===== src/rtl/git_clk_pkg.sv =====
// git_clk_pkg: shared constants and helpers for the git_clk_multi clock/step
// generator.
//   DEFAULT_HALF_100MHZ_1HZ : half-period giving a 1 Hz output from 100 MHz
//   STEP_INIT               : stepper phase pattern loaded at reset
//   sat_half()              : clamps a requested half-period to at least 1
package git_clk_pkg;

  localparam int unsigned DEFAULT_HALF_100MHZ_1HZ = 50_000_000;
  localparam logic [3:0]  STEP_INIT = 4'b0001;

  // Widest half-period counter supported by sat_half (CNT_W must not exceed it).
  localparam int SAT_W = 64;

  // A half-period of 0 would never reach its terminal count, so 0 runs as 1.
  function automatic logic [SAT_W-1:0] sat_half(input logic [SAT_W-1:0] half);
    return (half == '0) ? SAT_W'(1) : half;
  endfunction

endpackage


===== src/rtl/git_clk_ch.sv =====
// git_clk_ch: one divided-clock channel of git_clk_multi.
// Counts 0..half_cur-1 and toggles clk_out at the terminal count. A new
// half-period written while running is parked in half_nxt and only takes
// effect at the next toggle, so the output never produces a runt phase.
// Optional feature macro: GIT_CLK_TICK_EN adds the tick output.
// Ports:
//   clk, reset       system clock, asynchronous active-low reset
//   en               run enable; low holds the counter and output at 0
//   wr, wr_half      accepted config write and its raw half-period
//   pend             an update is waiting for the next boundary
//   clk_out          divided clock
//   tick             (GIT_CLK_TICK_EN) one-cycle pulse with each rising clk_out
module git_clk_ch
  import git_clk_pkg::*;
#(
  parameter int          CNT_W        = 32,
  parameter int unsigned DEFAULT_HALF = DEFAULT_HALF_100MHZ_1HZ
) (
  input  logic             clk,
  input  logic             reset,
  input  logic             en,
  input  logic             wr,
  input  logic [CNT_W-1:0] wr_half,
  output logic             pend,
  output logic             clk_out
`ifdef GIT_CLK_TICK_EN
  ,
  output logic             tick
`endif
);

  localparam logic [CNT_W-1:0] HALF_RST = CNT_W'(sat_half(SAT_W'(DEFAULT_HALF)));

  logic [CNT_W-1:0] cnt;
  logic [CNT_W-1:0] half_cur;
  logic [CNT_W-1:0] half_nxt;
  logic [CNT_W-1:0] wr_sat;
  logic             at_edge;

  assign wr_sat  = CNT_W'(sat_half(SAT_W'(wr_half)));
  assign at_edge = (cnt == half_cur - CNT_W'(1));

  always_ff @(posedge clk or negedge reset) begin
    if (!reset) begin
      cnt      <= '0;
      clk_out  <= 1'b0;
      half_cur <= HALF_RST;
      pend     <= 1'b0;
    end else if (!en) begin
      // Disabled: park at the start of a low phase. Nothing is in flight,
      // so a parked or fresh update can land right away.
      cnt     <= '0;
      clk_out <= 1'b0;
      if (pend) begin
        half_cur <= half_nxt;
        pend     <= 1'b0;
      end else if (wr) begin
        half_cur <= wr_sat;
      end
    end else begin
      if (at_edge) begin
        cnt     <= '0;
        clk_out <= ~clk_out;
        if (pend) begin
          half_cur <= half_nxt;
          pend     <= 1'b0;
        end
      end else begin
        cnt <= cnt + CNT_W'(1);
      end
      // wr only arrives while pend is clear; a write on a toggle cycle
      // therefore waits for the following boundary.
      if (wr) begin
        pend <= 1'b1;
      end
    end
  end

  // Holding register for a deferred update; meaningful only while pend is set.
  always_ff @(posedge clk) begin
    if (wr && en) begin
      half_nxt <= wr_sat;
    end
  end

`ifdef GIT_CLK_TICK_EN
  always_ff @(posedge clk or negedge reset) begin
    if (!reset) begin
      tick <= 1'b0;
    end else begin
      tick <= en && at_edge && !clk_out;
    end
  end
`endif

endmodule


===== src/rtl/git_clk_multi.sv =====
// git_clk_multi: multi-channel programmable clock divider plus a one-hot
// stepper phase sequencer on the PMOD JA header.
// Optional feature macro: GIT_CLK_TICK_EN adds the tick[NUM_CH] output.
// Ports:
//   clk        100 MHz system clock
//   reset      asynchronous active-low reset
//   cfg_valid  config write request
//   cfg_ready  write can be accepted for channel cfg_ch (combinational)
//   cfg_ch     target channel; values >= NUM_CH are accepted and dropped
//   cfg_half   new half-period in clk cycles (0 runs as 1)
//   ch_en      per-channel run enable
//   clk_out    divided clocks
//   ja         stepper phase pattern, advanced by rising edges of clk_out[0]
//   tick       (GIT_CLK_TICK_EN) one-cycle pulse with each rising clk_out[i]
module git_clk_multi
  import git_clk_pkg::*;
#(
  parameter int          NUM_CH       = 4,
  parameter int          CNT_W        = 32,
  parameter int unsigned DEFAULT_HALF = DEFAULT_HALF_100MHZ_1HZ,
  localparam int         CH_W         = (NUM_CH > 1) ? $clog2(NUM_CH) : 1
) (
  input  logic              clk,
  input  logic              reset,
  input  logic              cfg_valid,
  output logic              cfg_ready,
  input  logic [CH_W-1:0]   cfg_ch,
  input  logic [CNT_W-1:0]  cfg_half,
  input  logic [NUM_CH-1:0] ch_en,
  output logic [NUM_CH-1:0] clk_out,
  output logic [3:0]        ja
`ifdef GIT_CLK_TICK_EN
  ,
  output logic [NUM_CH-1:0] tick
`endif
);

  logic [NUM_CH-1:0] pend;
  logic [NUM_CH-1:0] wr;
  logic              clk0_q;

  // Decode by comparison rather than indexing so out-of-range channel
  // numbers fall through as "ready, write nothing".
  always_comb begin
    cfg_ready = 1'b1;
    wr        = '0;
    for (int i = 0; i < NUM_CH; i++) begin
      if (32'(cfg_ch) == i) begin
        cfg_ready = !pend[i];
      end
    end
    for (int i = 0; i < NUM_CH; i++) begin
      wr[i] = cfg_valid && cfg_ready && (32'(cfg_ch) == i);
    end
  end

  for (genvar g = 0; g < NUM_CH; g++) begin : g_ch
    git_clk_ch #(
      .CNT_W        (CNT_W),
      .DEFAULT_HALF (DEFAULT_HALF)
    ) u_ch (
      .clk     (clk),
      .reset   (reset),
      .en      (ch_en[g]),
      .wr      (wr[g]),
      .wr_half (cfg_half),
      .pend    (pend[g]),
      .clk_out (clk_out[g])
`ifdef GIT_CLK_TICK_EN
      ,
      .tick    (tick[g])
`endif
    );
  end

  // The step follows the registered rising edge of clk_out[0], so ja moves
  // one cycle after the channel output goes high.
  always_ff @(posedge clk or negedge reset) begin
    if (!reset) begin
      ja     <= STEP_INIT;
      clk0_q <= 1'b0;
    end else begin
      clk0_q <= clk_out[0];
      if (ch_en[0] && clk_out[0] && !clk0_q) begin
        ja <= {ja[2:0], ja[3]};
      end
    end
  end

endmodule

===== config.mk =====
export PLATFORM = sky130hd
export DESIGN_NAME = git_clk_multi
export DESIGN_NICKNAME = d
export VERILOG_FILES = /design/src/rtl/git_clk_pkg.sv /design/src/rtl/git_clk_ch.sv /design/src/rtl/git_clk_multi.sv
export SDC_FILE = /design/constraint.sdc
export NUM_CORES = 1
export LEC_CHECK = 0
export ABC_AREA = 0
export BUFFER_PORTS_ARGS = -buffer_cell sky130_fd_sc_hd__buf_2
export CORE_ASPECT_RATIO = 1.1
export CORE_MARGIN = 2
export CORE_UTILIZATION = 60
export DETAILED_ROUTE_END_ITERATION = 7
export HOLD_SLACK_MARGIN = 0.15
export PLACE_DENSITY = 0.77
export SLEW_MARGIN = 20
export SYNTH_ARGS = -nofsm -noshare
export SYNTH_HDL_FRONTEND = slang
export SYNTH_SLANG_ARGS = --single-unit
export TNS_END_PERCENT = 5

===== constraint.sdc =====
create_clock -name clk -period 4.8 [get_ports clk]
set_input_delay 0.72 -clock clk [delete_from_list [all_inputs] [get_ports clk]]
set_output_delay 0.72 -clock clk [all_outputs]
set_load 0.02 [all_outputs]

Yosys cells after proc, flatten, opt, wreduce, memory -nomap -nowiden
Cells that the tools add are included.
{ "totals": {"reg_bits": 397, "latchBits": 0, "ram_bits": 0, "rom_bits": 0, "inputBits": 41, "output_inout_bits": 9, "wordCells": 132, "n_memories": 0} }
{ "classes": {"addsub": 8, "n_mul": 0, "n_div": 0, "magnitude_cmp": 0, "n_eq_ne": 19, "n_shift": 0, "muxes": 53, "n_bitwise": 4, "reduce_logical": 26} }
{ "ops": {"columns": ["op", "count"], "rows": [
  ["32-bit two-way mux", 29],
  ["32-bit by 1-bit adder with 32-bit output (second input constant)", 4],
  ["32-bit == test", 4],
  ["32-bit by 1-bit subtractor with 32-bit output (second input constant)", 4],
  ["32-bit zero test", 1],
  ["1-bit two-way mux", 24],
  ["2-bit by 1-bit != test with 1-bit output (second input constant)", 8],
  ["3-bit by 1-bit != test with 1-bit output (second input constant)", 4],
  ["3-bit AND reduction", 4],
  ["1-bit logical AND", 11],
  ["2-bit nonzero test", 4],
  ["1-bit zero test", 5],
  ["2-bit == test (second input constant)", 2],
  ["1-bit NOT", 4],
  ["2-bit by 1-bit == test with 1-bit output (second input constant)", 1],
  ["2-bit zero test", 1]
]} }

Logic depth before layout (Yosys ltp)
Gate-level depths: netlist of run 1.
{ "logic_depth": {"ltp_word": 10, "mapped_depth": 12, "depth_no_buf": 10} }

Cells and area by module
A second synthesis of run 1 with hierarchy kept.
{ "unflattened": {"cells_unflattened": 2107, "area_unflattened_um2": 22876.9} }
{ "modules_own_cells": {"columns": ["mod", "instances", "cells_each", "area_each_um2", "seq_area_each_um2"], "rows": [
  ["git_clk_ch at g_ch[2].u_ch ...", 2, 523, 5659.2, 2627.5],
  ["git_clk_ch at g_ch[0].u_ch ...", 2, 522, 5652.9, 2627.5],
  ["git_clk_multi", 1, 17, 252.7, 126.4]
]} }

Least setup slack after synthesis of run 1
No wires, ideal clock.
{ "synth_path": {"path_kind": "in2reg", "from": "input port cfg_ch[0]", "to": "register g_ch[0].u_ch.half_nxt[0] (enable)", "setup_ns": 0.515, "arrival_time_ns": 4.277, "required_time_ns": 4.285, "path_slack_ns": 0.008, "stages": 2, "n_path_buf": 0, "cell_sequence": "nand2b_1 > nor4b_1"} }
{ "synth_between": {"elab_chain_cells": 8, "elab_cells_between_ends": 11, "cone_classes": "3 x eq/ne; 4 x mux; 4 x reduce/logical"} }
{ "synth_lines": {"columns": ["item", "line_no", "text"], "rows": [
  ["start: declaration", "git_clk_multi.sv:27", "input logic [CH_W-1:0] cfg_ch,"],
  ["2-bit zero test", "git_clk_multi.sv:48, git_clk_multi.sv:53", null],
  ["1-bit two-way mux (4 in series)", "git_clk_multi.sv:48", "if (32'(cfg_ch) == i) begin"],
  ["1-bit logical AND", "git_clk_multi.sv:53", "wr[i] = cfg_valid && cfg_ready && (32'(cfg_ch) == i);"],
  ["1-bit logical AND *", "git_clk_multi.sv:53", null],
  ["1-bit logical AND *", "git_clk_ch.sv:81", "if (wr && en) begin"],
  ["end signal: assignment", "git_clk_ch.sv:82", "half_nxt <= wr_sat;"],
  ["end: declaration", "git_clk_ch.sv:36", "logic [CNT_W-1:0] half_nxt;"]
]} }
Mark *: on every way between the ends. The rest lies on a longest branch, timed or not.
A chain may end at the register's enable or synchronous reset.

Worst setup path in the final report of run 1
{ "layout_path": {"from": "register g_ch[0].u_ch.half_cur[0]", "to": "register g_ch[0].u_ch.half_cur[27]"} }
{ "layout_between": {"elab_chain_cells": 4} }
{ "layout_lines": {"columns": ["item", "line_no", "text"], "rows": [
  ["start: declaration", "git_clk_ch.sv:35", "logic [CNT_W-1:0] half_cur;"],
  ["start signal: assignment", "git_clk_ch.sv:55", "half_cur <= half_nxt;"],
  ["start signal: assignment", "git_clk_ch.sv:58", "half_cur <= wr_sat;"],
  ["start signal: assignment", "git_clk_ch.sv:65", "half_cur <= half_nxt;"],
  ["32-bit by 1-bit subtractor with 32-bit output", "git_clk_ch.sv:41", "assign at_edge = (cnt == half_cur - CNT_W'(1));"],
  ["32-bit == test", "git_clk_ch.sv:41", null],
  ["2-bit by 1-bit != test with 1-bit output (no line)", null, null],
  ["3-bit AND reduction (no line)", null, null]
]} }
No other way between the ends.

==> results_dict.tcl, run 1 <==
set metrics [dict create \
    status "complete, no violations" \
    setup_violations 0 \
    cts_root_buffer "clkbuf_16" \
    path_max_fanout 32 \
    synthArstFlopShare 0.6776 \
    synth-edff-count 128 \
    htree_levels 2 \
    cp-start-kind "flop" \
    worstReg2RegStart "g_ch[0].u_ch.half_cur[0]$_DFFE_PN0P_" \
    clock.fmax_mhz 246.8 \
    path_clk_slew_ns 0.06 \
    die_x_um 184.6 \
    worstHoldEndpoint "g_ch[1].u_ch.clk_out$_DFFE_PN0P_" \
    rows 72 \
    critPathKind "reg2reg" \
    leakage_uw 0.009062 \
    nNetsFinal 2002 \
    grt_pass1_wl_mm 78.92 \
    finalMaxSlewViolations 0 \
    cellPowerDensity_nw_per_um2 409.2 \
    netlist.top_cell.by_area "dfrtp_1" \
    netlist.area_leader.share 0.2557 \
    slowest_delay_ns 0.58 \
    crit_start "g_ch[0].u_ch.half_cur[0]$_DFFE_PN0P_" \
    relSlewSlack 0.4077 \
    crit_slowest_cell "o22a_2" \
    drc_errors 0 \
    critPathBufInv 1 \
    io_pins 50 \
    fp.coreArea_um2 35310 \
    syn_to_final_growth_pct 9.530 \
    period_needed_ns 4.052 \
    avgSynthCellArea_um2 11.08 \
    clkSinkCount 397 \
    final_common_cell "nor2_1" \
    drive_gt1_frac 0.2124 \
    fp.dieH_um 202.7 \
    endpoint_kind "flop" \
    power.total_uw 9650 \
    hold_viol_final 0 \
    vias 14950 \
    postCtsSetupBuffers 0 \
    arrival_ns 4.49 \
    die_area_um2 37420 \
    rsz0062_at_grt "false" \
    tns_ns 0 \
    worst-endpoint-required_ns 5.24 \
    clock_skew_ns 0.009786 \
    synth_fp_nets 1993 \
    cts_tree "yes" \
    antenna_found_initial 0 \
    grt_use_total 0.2676 \
    port-buffer-count 49 \
    hold_depth 2 \
    nFillCells 2678 \
    dpl_cell_area_um2 22140 \
    ys_ff_latch 397 \
    yosys-top-cells-area "dfrtp_1 (26%), edfxtp_1 (18%), mux2_2 (10%)" \
    clk_latency_ns 0.56 \
    reg2reg_depth 10 \
    ff2ff_setup_slack_ns 0.75 \
    placed_cells 2388 \
    fin_cells 2468 \
    setup_ws_ns 0.7479 \
    tightest_slew_ns 0.8884 \
    final_cell_mix "nor2_1 (226), dfrtp_1 (220), mux2_2 (195), xnor2_1 (147), xor2_1 (129)" \
    timing.rr.end "g_ch[0].u_ch.half_cur[27]$_DFFE_PN0P_" \
    pre_cts_ws_ns 0.7945 \
    yosys_warnings 0 \
    crit_chain "inv_1, ha_1, or3b_2, nor2_1, nand4_1, xnor2_1, a2111oi_0, nand4b_1, o22a_2, mux2_1" \
    diodes 0 \
    period_share 0.8442 \
    critPathTopFamily "simple AND/OR/NAND/NOR gates" \
    clock_path_buffers 3 \
    cts_buffers 42 \
    initial_core_util 0.6097 \
    max_cap_violations 0 \
    final_cell_area_um2 23580 \
    yosysSeqAreaShare 0.4940 \
    ir_drop_uv 564.7 \
    via_per_inst 6.056 \
    dp_hpwl_mm 33.44 \
    antenna_left 0 \
    synth_ff_type "dfrtp_1" \
    hold_start "ch_en[1]" \
    syn_area_um2 21530 \
    grt_pass1_vias 14840 \
    grt_max_degree 130 \
    synth_cell_type_count 76 \
    routed_wl_mm 49.15 \
    first_pass_iters 5 \
    gp_congestion 0.8787 \
    min_path_type "in2reg" \
    overflow 0 \
    drtIter0Drc 1238 \
    routedWlPerCell_um 19.91 \
    syn_inst 1944 \
]
## cells in the mapped netlist, drive strengths merged (20+ instances only)
cell type	instances
nor4	50
dfrtp	220
nand2	76
or3	23
nor3	56
o21ai	25
or4	20
inv	32
mux2	246
nor2	230
mux2i	27
and3	33
clkbuf	81
xor2	129
dfstp	49
edfxtp	128
xnor2	147
nand3	75
nand4	50
buf	26
## stage by stage
step | hold slack, ns | utilization
after global routing | 0.4525 | 0.6678
final | 0.4716 | 0.6678
after detailed placement | 0.4656 | 0.6269
after floorplan | 0.4028 | -
after global placement | 0.4606 | 0.6269
after CTS | 0.3289 | 0.6666
## flip-flops by register name, summed over array words and instances (netlist names)
| register | flops |
|---|---|
| clk0_q | 1 |
| g_ch.u_ch.clk_out | 4 |
| g_ch.u_ch.cnt | 128 |
| g_ch.u_ch.half_cur | 128 |
| g_ch.u_ch.half_nxt | 128 |
| g_ch.u_ch.pend | 4 |
| ja | 4 |
## power by group
part | internal, µW | switching (µW) | total [µW]
clock | 1950 | 1340 | 3290
sequential | 3960 | 607 | 4570
combinational | 899 | 890 | 1790
total | 6810 | 2840 | 9650
## layer usage
metal,GRT usage,up-vias,routed length [µm]
met5,0,-,0
met4,0.09410,0,1616
met3,0.05417,101,2967
met2,0.4401,407,23760
met1,0.3542,7462,20800
li1,-,6977,-
## worst max path at each step
stage	to	slack [ns]	cells past startpoint
final	g_ch[0].u_ch.half_cur[27]$_DFFE_PN0P_	0.75	10
after global routing	g_ch[0].u_ch.half_cur[26]$_DFFE_PN0P_	0.52	10
after CTS	g_ch[0].u_ch.half_cur[27]$_DFFE_PN0P_	0.78	10
after detailed placement	g_ch[0].u_ch.half_cur[26]$_DFFE_PN0P_	0.79	10
after global placement	g_ch[0].u_ch.half_cur[27]$_DFFE_PN0P_	0.90	10
after floorplan	g_ch[0].u_ch.half_nxt[0]$_DFFE_PP_	0.008	2
## cell families (layout without fill, tap and decap cells)
family | Yosys count | count (layout) | share of synthesized area
AOI/OAI and AO/OA | 130 | 130 | 0.04347
xor gates and xnor gates | 276 | 276 | 0.1123
adders and majority gates | 8 | 8 | 0.004649
buffers and inverters | 139 | 182 | 0.02795
DFF | 397 | 397 | 0.4940
muxes | 274 | 274 | 0.1440
and+or+nand+nor | 720 | 720 | 0.1737
## timing repair
action,in CTS,in global routing
resized for setup,0,0
hold buffers,0,1
hold endpoints to repair,0,32
## area by class of cell
class	instances	area, µm²	area share
clock buffers	66	1286	0.05454
multi-input cells	1408	10350	0.4387
clock inverters	12	117.6	0.004987
repair buffers	72	475.5	0.02016
well taps	481	601.8	0.02552
inverters	32	120.1	0.005093
flip-flops and latches	397	10640	0.4510
Note: power is estimated with default switching activity, not from simulation.
==> run 2, diff against run 1 <==
- ABC_AREA: 0 -> 1
- clock period: 4.8 -> 3.8 ns (I/O delays scaled with it)
==> results_dict.tcl, run 2 <==
set metrics [dict create \
    synth_cell_type_count 41 \
    nFillCells 3098 \
    timing.rr.end "g_ch[1].u_ch.clk_out$_DFFE_PN0P_" \
    fp.dieH_um 210.4 \
    syn_to_final_growth_pct 8.273 \
    overflow 0 \
    synth_fp_nets 2904 \
    hold_depth 1 \
    ys_ff_latch 397 \
    critPathKind "reg2reg" \
    worstReg2RegStart "g_ch[1].u_ch.half_cur[0]$_DFFE_PN0P_" \
    finalMaxSlewViolations 0 \
    via_per_inst 5.564 \
    drive_gt1_frac 0.1309 \
    tightest_slew_ns 0.9549 \
    clock_skew_ns 0.01702 \
    cts_tree "yes" \
    worst-endpoint-required_ns 4.26 \
    synth_most_common_cell "nand2_1" \
    synth_ff_type "dfrtp_1" \
    netlist.top_cell.by_area "dfrtp_1" \
    nNetsFinal 2913 \
    rsz0062_at_grt "false" \
    synthArstFlopShare 0.6776 \
    initial_core_util 0.6082 \
    endpoint_kind "flop" \
    cts_root_buffer "clkbuf_16" \
    synth-edff-count 128 \
    timing.hold.ws_ns 0.3760 \
    antenna_left 0 \
    syn_inst 2855 \
    yosys-top-cells-area "dfrtp_1 (24%), edfxtp_1 (17%), nand2_1 (13%)" \
    dp_hpwl_mm 41.64 \
    relSlewSlack 0.3619 \
    period_needed_ns 3.037 \
    worstHoldEndpoint "g_ch[1].u_ch.half_nxt[30]$_DFFE_PP_" \
    grt_max_degree 104 \
    period_share 0.7993 \
    setup_violations 0 \
    avgSynthCellArea_um2 8.137 \
    netlist.area_leader.share 0.2370 \
    path_max_fanout 66 \
    reg2reg_depth 18 \
    grt_pass1_vias 18650 \
    route.layer.met1.wl_mm 25.51 \
    status "complete, no violations" \
    ff2ff_setup_slack_ns 0.76 \
    htree_levels 2 \
    met2_length_mm 28.04 \
    yosysSeqAreaShare 0.4579 \
    drtIter0Drc 1454 \
    gp_congestion 0.9742 \
    min_path_type "in2reg" \
    routedWlPerCell_um 17.35 \
    cts_buffers 41 \
    grt_use_total 0.3028 \
    clock.fmax_mhz 329.2 \
    port-buffer-count 49 \
    postCtsSetupBuffers 0 \
    max_cap_violations 0 \
    arrival_ns 3.50 \
    diodes 0 \
    ir_drop_uv 467.0 \
    rows 75 \
    antenna_found_initial 0 \
    die_x_um 191.6 \
    syn_area_um2 23230 \
    routed_wl_mm 58.91 \
    grt_pass1_wl_mm 96.98 \
    die_area_um2 40310 \
    top_layer_used "met4" \
    wl_met3_mm 3.473 \
    cp-start-kind "flop" \
    leakage_uw 0.01108 \
    hold_viol_final 0 \
    yosys-top-cells-count "nand2_1 (780), nor2_1 (468), inv_1 (232), dfrtp_1 (220), nand3_1 (218)" \
    drc_errors 0 \
    clk_latency_ns 0.57 \
    first_pass_iters 6 \
    vias 18890 \
    cts_resized 0 \
    final_common_cell "nand2_1" \
    io_pins 50 \
    clock_path_buffers 3 \
    clkSinkCount 397 \
    yosys_warnings 0 \
    hold_start "cfg_half[30]" \
    path_clk_slew_ns 0.07 \
    fp.coreArea_um2 38190 \
    cellPowerDensity_nw_per_um2 513.7 \
    tns_ns 0 \
    reg.largest.list "g_ch.u_ch.cnt: 128 flops, g_ch.u_ch.half_cur: 128 flops, g_ch.u_ch.half_nxt: 128 flops" \
    final_cell_mix "nand2_1 (780), nor2_1 (460), inv_1 (232), dfrtp_1 (220), nand3_1 (218)" \
]
## run 2: cell types whose count changed in the layout (fill, tap and decap cells not counted), moves of 19 or more
| cell | delta |
|---|---|
| nor4_1 | -30 |
| mux2_2 | -65 |
| mux2i_1 | -27 |
| xnor2_1 | -57 |
| nor2_1 | +234 |
| inv_1 | +200 |
| or3_1 | -23 |
| or4_1 | -19 |
| mux2_1 | -41 |
| nand3_1 | +143 |
| nand2_1 | +704 |
| and3_1 | -33 |
## run 2: worst max-delay path: stages (launching register included)
cell	delay (ns)
dfrtp_1	0.40
inv_1	0.14
ha_1	0.24
nand2_1	0.14
nor2_4	0.23
nand2_2	0.16
nor2_1	0.17
nand2_1	0.06
nand2_1	0.08
nand2_1	0.06
inv_1	0.06
nand2_1	0.05
nor2_1	0.11
nand3_1	0.09
nand2_2	0.08
buf_4	0.54
inv_1	0.13
nand2_1	0.09
nand2_1	0.05
## run 2: final cells by class
| type | count | area [µm²] | share of cell area |
|---|---|---|---|
| multi-input cells | 2112 | 11140 | 0.4431 |
| flip-flops and latches | 397 | 10640 | 0.4229 |
| repair buffers | 74 | 483.0 | 0.01920 |
| clock inverters | 27 | 295.3 | 0.01174 |
| inverters | 238 | 893.4 | 0.03552 |
| well taps | 500 | 625.6 | 0.02487 |
| clock buffers | 48 | 1074 | 0.04268 |
## run 2: logic make-up (layout without fill, tap and decap cells)
group / count (synthesis) / count (layout) / share of synthesized area
and+or+nand+nor: 1666 / 1666 / 0.3034
muxes: 130 / 130 / 0.06302
xor gates and xnor gates: 234 / 234 / 0.08941
DFF: 397 / 397 / 0.4579
AOI/OAI and AO/OA: 74 / 74 / 0.01880
adders and majority gates: 8 / 8 / 0.004309
buffers and inverters: 346 / 387 / 0.06323
## run 2: metrics by stage
stage	instances	setup slack, ns	util	power (µW)	instance area (µm²)
after global routing	3396	0.3710	0.6585	13670	25150
after floorplan	2855	0.3502	-	7921	23230
after CTS	3396	0.7833	0.6585	12960	25150
after detailed placement	3320	0.6470	0.6224	8788	23770
final	3396	0.7627	0.6585	12920	25150
after global placement	3320	0.7016	0.6224	8696	23770
## run 2: timing repair
action	in CTS	in global routing
hold buffers	1	0
hold endpoints to repair	81	0
setup endpoints to repair	0	0
## run 2: routing by layer
metal / up-vias / global-route usage
li1: 9156 / -
met1: 8989 / 0.4115
met2: 620 / 0.5018
met3: 129 / 0.03663
met4: 0 / 0.1077
met5: - / 0
## run 2: power by group
group          switching (µW)  internal (µW)
combinational            1970           1170
sequential                645           4990
clock                    1760           2380
## run 2: how the worst max path moves through the flow
| stage | slack (ns) | start | depth (start not counted) | endpoint |
|---|---|---|---|---|
| finish | 0.76 | g_ch[1].u_ch.half_cur[0]$_DFFE_PN0P_ | 18 | g_ch[1].u_ch.clk_out$_DFFE_PN0P_ |
| global route | 0.37 | g_ch[3].u_ch.half_cur[5]$_DFFE_PN0P_ | 16 | g_ch[3].u_ch.half_cur[23]$_DFFE_PN1P_ |
| CTS | 0.78 | g_ch[1].u_ch.half_cur[0]$_DFFE_PN0P_ | 17 | g_ch[1].u_ch.half_cur[7]$_DFFE_PN1P_ |
| detailed placement | 0.65 | cfg_ch[0] | 13 | g_ch[1].u_ch.half_cur[26]$_DFFE_PN0P_ |
| global placement | 0.70 | cfg_ch[0] | 13 | g_ch[1].u_ch.half_cur[6]$_DFFE_PN0P_ |
| floorplan | 0.35 | cfg_ch[0] | 9 | g_ch[1].u_ch.half_nxt[0]$_DFFE_PP_ |
